[config.mk]
export PLATFORM = sky130hd
export DESIGN_NAME = mem_access_ctrl
export DESIGN_NICKNAME = d
export VERILOG_FILES = /design/src/rtl/mem_access_ctrl_pkg.sv /design/src/rtl/mem_access_ctrl_load_align.sv /design/src/rtl/mem_access_ctrl.sv
export SDC_FILE = /design/constraint.sdc
export NUM_CORES = 1
export LEC_CHECK = 0
export CORE_AREA = 2 2 125 127
export DETAILED_ROUTE_END_ITERATION = 16
export DIE_AREA = 0 0 127 129
export PLACE_DENSITY = 0.76
export SETUP_SLACK_MARGIN = 0.1
export SLEW_MARGIN = 40
export SYNTH_ARGS = -nofsm -noshare
export SYNTH_HDL_FRONTEND = slang
export SYNTH_HIERARCHICAL = 1
export SYNTH_SLANG_ARGS = --single-unit
[constraint.sdc]
create_clock -name clk -period 3.6 [get_ports clk]
set_input_delay 0.72 -clock clk [delete_from_list [all_inputs] [get_ports clk]]
set_output_delay 0.72 -clock clk [all_outputs]
set_load 0.1 [all_outputs]
[src/rtl/mem_access_ctrl_pkg.sv]
// Shared op/state encodings and lane helpers for the data-RAM load/store controller.
// Latency: n/a (types and pure functions only).
// Backpressure: n/a.
package mem_access_ctrl_pkg;

    typedef enum logic [2:0] {
        OP_LB  = 3'b000,
        OP_LBU = 3'b001,
        OP_LH  = 3'b010,
        OP_LHU = 3'b011,
        OP_LW  = 3'b100,
        OP_SB  = 3'b101,
        OP_SH  = 3'b110,
        OP_SW  = 3'b111
    } op_t;

    typedef enum logic [1:0] {
        IDLE   = 2'b00,
        ACCESS = 2'b01,
        RESP   = 2'b10
    } state_t;

    localparam logic CE_ENABLE  = 1'b1;
    localparam logic CE_DISABLE = 1'b0;
    localparam logic WE_ENABLE  = 1'b1;
    localparam logic WE_DISABLE = 1'b0;
    localparam int   WAIT_W     = 4;

    function automatic logic is_store(input op_t op);
        return (op == OP_SB) || (op == OP_SH) || (op == OP_SW);
    endfunction

    function automatic logic is_half(input op_t op);
        return (op == OP_LH) || (op == OP_LHU) || (op == OP_SH);
    endfunction

    function automatic logic is_word(input op_t op);
        return (op == OP_LW) || (op == OP_SW);
    endfunction

    function automatic logic is_misaligned(input op_t op, input logic [1:0] lo);
        return (is_half(op) && lo[0]) || (is_word(op) && (lo != 2'b00));
    endfunction

    // Big-endian lanes: byte offset 0 sits in bits 31:24, i.e. sel[3].
    function automatic logic [3:0] lane_sel(input op_t op, input logic [1:0] lo);
        if (is_word(op))
            return 4'b1111;
        else if (is_half(op))
            return lo[1] ? 4'b0011 : 4'b1100;
        else
            return 4'b1000 >> lo;
    endfunction

    function automatic logic [31:0] store_data(input op_t op, input logic [31:0] wdata);
        case (op)
            OP_SB:   return {4{wdata[7:0]}};
            OP_SH:   return {2{wdata[15:0]}};
            default: return wdata;
        endcase
    endfunction

endpackage

[src/rtl/mem_access_ctrl_load_align.sv]
// Picks the addressed byte/halfword out of a RAM word and sign/zero extends it.
// Latency: combinational.
// Backpressure: none.
module mem_access_ctrl_load_align
    import mem_access_ctrl_pkg::*;
(
    input  logic [31:0] rdata,
    input  logic [1:0]  addr_lo,
    input  op_t         op,
    output logic [31:0] data
);

    logic [7:0]  byte_v;
    logic [15:0] half_v;

    always_comb begin
        byte_v = rdata[31:24];
        case (addr_lo)
            2'b00: byte_v = rdata[31:24];
            2'b01: byte_v = rdata[23:16];
            2'b10: byte_v = rdata[15:8];
            2'b11: byte_v = rdata[7:0];
            default: byte_v = rdata[31:24];
        endcase
        half_v = addr_lo[1] ? rdata[15:0] : rdata[31:16];
    end

    always_comb begin
        data = 32'h0;
        case (op)
            OP_LB:   data = {{24{byte_v[7]}}, byte_v};
            OP_LBU:  data = {24'h0, byte_v};
            OP_LH:   data = {{16{half_v[15]}}, half_v};
            OP_LHU:  data = {16'h0, half_v};
            OP_LW:   data = rdata;
            default: data = 32'h0;
        endcase
    end

endmodule

[src/rtl/mem_access_ctrl.sv]
// Load/store initiator from the MEM stage to a word-organised data RAM, one access at a time.
// Latency: WAIT_CYCLES+2 cycles from acceptance to resp_valid; misaligned ops answer 1 cycle after.
// Backpressure: req_ready low and stall_req high while an access is in flight; requester holds req_valid.
module mem_access_ctrl
    import mem_access_ctrl_pkg::*;
#(
    parameter int WAIT_CYCLES = 0
) (
    input  logic        clk,
    input  logic        rst,
    input  logic        req_valid,
    output logic        req_ready,
    input  logic [2:0]  req_op,
    input  logic [31:0] req_addr,
    input  logic [31:0] req_wdata,
    output logic        resp_valid,
    output logic [31:0] resp_rdata,
    output logic        resp_err,
    output logic        stall_req,
    output logic        mem_ce,
    output logic        mem_we,
    output logic [3:0]  mem_sel,
    output logic [31:0] mem_addr,
    output logic [31:0] mem_wdata,
    input  logic [31:0] mem_rdata
);

    localparam logic [WAIT_W-1:0] WAIT_INIT = WAIT_W'(WAIT_CYCLES);

    state_t            state, state_nxt;
    logic [WAIT_W-1:0] wait_cnt;
    op_t               op_q;
    logic [31:0]       addr_q;
    logic [31:0]       wdata_q;
    logic [3:0]        sel_q;
    logic [31:0]       load_data;
    op_t               req_op_t;
    logic              req_misaligned;
    logic              last_access;

    assign req_op_t       = op_t'(req_op);
    assign req_misaligned = is_misaligned(req_op_t, req_addr[1:0]);
    assign last_access    = (state == ACCESS) && (wait_cnt == '0);

    mem_access_ctrl_load_align u_load_align (
        .rdata   (mem_rdata),
        .addr_lo (addr_q[1:0]),
        .op      (op_q),
        .data    (load_data)
    );

    always_ff @(posedge clk or posedge rst) begin
        if (rst) begin
            state <= IDLE;
        end else begin
            state <= state_nxt;
        end
    end

    always_comb begin
        state_nxt  = state;
        req_ready  = 1'b0;
        stall_req  = 1'b0;
        resp_valid = 1'b0;
        mem_ce     = CE_DISABLE;
        mem_we     = WE_DISABLE;
        mem_sel    = 4'b0000;
        mem_addr   = 32'h0;
        mem_wdata  = 32'h0;
        case (state)
            IDLE: begin
                req_ready = 1'b1;
                stall_req = req_valid;
                if (req_valid)
                    state_nxt = req_misaligned ? RESP : ACCESS;
            end
            ACCESS: begin
                stall_req = 1'b1;
                mem_ce    = CE_ENABLE;
                mem_sel   = sel_q;
                mem_addr  = {addr_q[31:2], 2'b00};
                mem_wdata = wdata_q;
                // Write only on the last wait cycle so the RAM sees a single write edge.
                if (last_access && is_store(op_q))
                    mem_we = WE_ENABLE;
                if (last_access)
                    state_nxt = RESP;
            end
            RESP: begin
                resp_valid = 1'b1;
                state_nxt  = IDLE;
            end
            default: state_nxt = IDLE;
        endcase
    end

    always_ff @(posedge clk or posedge rst) begin
        if (rst) begin
            wait_cnt   <= '0;
            op_q       <= OP_LB;
            addr_q     <= 32'h0;
            wdata_q    <= 32'h0;
            sel_q      <= 4'b0000;
            resp_rdata <= 32'h0;
            resp_err   <= 1'b0;
        end else begin
            if (state == IDLE && req_valid) begin
                op_q     <= req_op_t;
                addr_q   <= req_addr;
                wdata_q  <= store_data(req_op_t, req_wdata);
                sel_q    <= lane_sel(req_op_t, req_addr[1:0]);
                wait_cnt <= WAIT_INIT;
                if (req_misaligned) begin
                    resp_rdata <= 32'h0;
                    resp_err   <= 1'b1;
                end
            end else if (state == ACCESS) begin
                if (wait_cnt != '0) begin
                    wait_cnt <= wait_cnt - 1'b1;
                end else begin
                    resp_rdata <= is_store(op_q) ? 32'h0 : load_data;
                    resp_err   <= 1'b0;
                end
            end
        end
    end

endmodule

==> impl_metrics.toml <==
[pwr]
p_comb_share_pct = 63.8
vdd_drop_max_mv = 0.531
p_leak_nw = 3.99
power_density_mw_per_mm2 = 1050
switching_share_pct = 57.2
internal-power_mw = 3.72
clockPowerShare_pct = 12.1
seqPwrFrac_pct = 24.2
p_sw_mw = 4.97

[placement]
place_congestion = 0.854
dp_slack_ps = 753
port_buffers = 205
hpwl_um = 12500
place_inst = 1049

[clock_tree]
max-clock-path-buffers = 2
cts_resized = 0
htree_levels = 3
cts_tree = "yes"
cts_buffers = 9
postCtsHoldBufs = 0
clkTransAtPathRegs_ps = 80
cts.sinks = 110
clock-root-buffer = "clkbuf_16"
clock_latency_ps = 360
post_cts_buffers = 0

[grt]
grt_pass1_wl_um = 28900
gr-usage-all-layers_pct = 22.3
grt_pass1_vias = 5384
grt_start_max_net_pins = 71
antenna_found_initial = 0
grt-ovfl-total = 0

[die]
die_w_um = 127
die_area_sq_mm = 0.0164
die_y_um = 129
ios = 208
start_util_pct = 41.1
row_count = 45
core-area_sq_mm = 0.0150

[setup_path]
worstPathRequired_ps = 2880
worst_setup_path_start_kind = "flip-flop"
startpoint = "state[1]"
critPathKind = "flip-flop to output port"
crit_arrival_ps = 2090
worstSetupEndpointType = "output port"
crit_path_max_fanout = 70
r2r_start = "state[1]"

[detailed_routing]
drtIter0Drc = 460
routed_wl_um = 18200
drc = 0
drt-wirelength-per-cell_um = 17.1
ant_nets = 0
via_per_inst = 5.28
first_pass_iters = 5
vias = 5622

[sta]
final.setup.tns_ps = 0
tightest_slew_ps = 734
fin_crit_ps = 2810
setup_violations = 0
rsz0062_at_grt = "no"
fin_crit_sh_pct = 78.1
slew_viol_final = 0
fmaxAchievable_mhz = 356
fin_ws_ps = 788
worst_clock_skew_ps = 8.38
maxSlewHeadroom_pct = 51.0
hold_viol = 0

[job]
cap_violations = 0

[synthesis]
yosysSeqAreaShare_pct = 44.7
netlist_area_sq_mm = 0.00616
synthCells = 702
ys.flop_type = "dfrtp_1"
synth_seq_cells = 110
synthArstFlopShare_pct = 100
syn_avg_cell_area_sq_um = 8.77
synth.distinct_cells = 44
synth_edf_count = 0
ys_warn_count = 6

[final_layout]
final_nets = 976
fin_cells = 1065
antenna_cells = 0
drive_gt1_share_pct = 18.5
area_growth_pct = 34.0

[min_path]
min-delay-start = "addr_q[22]"
hp-class = "flip-flop to flip-flop"

[outcome]
outcome = "complete, no violations"
-- cells in the final DEF, fill, tap and decap left out, types with 2 or more instances in the layout --
cell type        instances
nand2_1                228
dfrtp_1                110
clkdlybuf4s50_1        101
buf_4                   81
and2_1                  66
buf_2                   33
o22ai_1                 32
a22oi_1                 25
a21oi_1                 22
o21ai_1                 19
mux2i_1                 19
a211oi_1                16
nor2_1                  15
mux2_2                  15
nand3_1                  9
clkbuf_16                9
a221o_1                  8
a32oi_1                  7
nor2b_1                  6
mux4_1                   6
inv_1                    5
nand2b_1                 3
buf_12                   3
o211ai_1                 2
o21ai_0                  2
o31ai_1                  2
ha_1                     2
conb_1                   2
inv_6                    2
clkinv_2                 2
mux2_4                   2
-- power by group through the flow --
stage	logic, mW	registers (mW)	clock network [mW]
after floorplan	3.91	2.66	0
after global placement	5.61	2.11	0
final	5.54	2.10	1.05
after detailed placement	5.57	2.11	0
after CTS	5.57	2.10	1.08
after global routing	5.91	2.18	1.12
-- sequential cells by signal (all words and copies together), names as in the netlist --
signal	flops
addr_q	32
op_q	3
resp_err	1
resp_rdata	32
sel_q	4
state	2
wait_cnt	4
wdata_q	32
-- worst paths after layout --
check	slack [ps]	end	depth (start not counted)
min in group asynchronous	820	resp_rdata[26]	2
max	790	mem_we	5
max reg2reg	1430	wait_cnt[3]	5
max in group asynchronous	2050	resp_rdata[27]	3
min	470	addr_q[22]	2
min reg2reg	470	addr_q[22]	2
-- metal layers --
layer | share of wire (%) | wire (um) | global-route usage (%) | vias to the layer above
met5 | 0 | 0 | 0 | -
met1 | 44 | 7940 | 29.8 | 2626
met3 | 9.7 | 1760 | 7.23 | 20
met2 | 45 | 8120 | 34.3 | 239
li1 | - | - | - | 2737
met4 | 2.0 | 357 | 8.02 | 0
-- layout make-up --
type / instances / area (sq um)
Clock buffer: 9 / 225
Tap cell: 188 / 235
Fill cell: 1395 / 6720
Sequential cell: 110 / 2750
Multi-Input combinational cell: 527 / 3090
Timing Repair Buffer: 218 / 1840
Clock inverter: 7 / 82.6
Inverter: 6 / 26.3
-- through the flow --
stage	hold slack, ps	instance area, sq um	power [mW]	util (%)
after detailed placement	454	7950	7.68	53.0
final	471	8250	8.69	55.1
after global routing	491	8250	9.21	55.1
after CTS	473	8250	8.75	55.1
after floorplan	437	6170	6.57	-
after global placement	448	8110	7.72	54.1
-- cell usage after synthesis, types with 2 or more instances --
master / n / area, sq um
nand2_1: 229 / 860
dfrtp_1: 110 / 2750
and2_1: 66 / 413
o22ai_1: 32 / 200
clkbuf_1: 29 / 109
a22oi_1: 25 / 188
a21oi_1: 22 / 110
o21ai_1: 20 / 100
mux2i_1: 19 / 190
buf_2: 17 / 85.1
a211oi_1: 16 / 120
nor2_1: 16 / 60.1
mux2_2: 15 / 169
nand3_1: 9 / 45.0
a221o_1: 8 / 80.1
a32oi_1: 7 / 61.3
buf_4: 6 / 45.0
buf_6: 6 / 67.6
inv_1: 6 / 22.5
mux4_1: 6 / 158
nor2b_1: 6 / 37.5
nand2b_1: 3 / 18.8
buf_1: 2 / 7.51
ha_1: 2 / 25.0
mux2_4: 2 / 30.0
nor3b_1: 2 / 15.0
o211ai_1: 2 / 15.0
o21ai_0: 2 / 10.0
o31ai_1: 2 / 15.0
-- logic make-up after synthesis --
| group | Yosys count | share of synthesized area [%] |
|---|---|---|
| AOI/OAI and AO/OA | 144 | 16.1 |
| other | 1 | 0.0609 |
| buffers and inverters | 66 | 5.47 |
| adders and majority gates | 2 | 0.406 |
| and+or+nand+nor | 336 | 24.2 |
| DFF | 110 | 44.7 |
| xor gates and xnor gates | 1 | 0.142 |
| muxes | 42 | 8.88 |
-- critical path, stage by stage, from the launching register on --
cell and delay (ps):
dfrtp_1 430, and2b_2 220, buf_4 450, nand2_2 110, nor2_1 270, buf_12 210
Power figures use the tool's default switching activity.
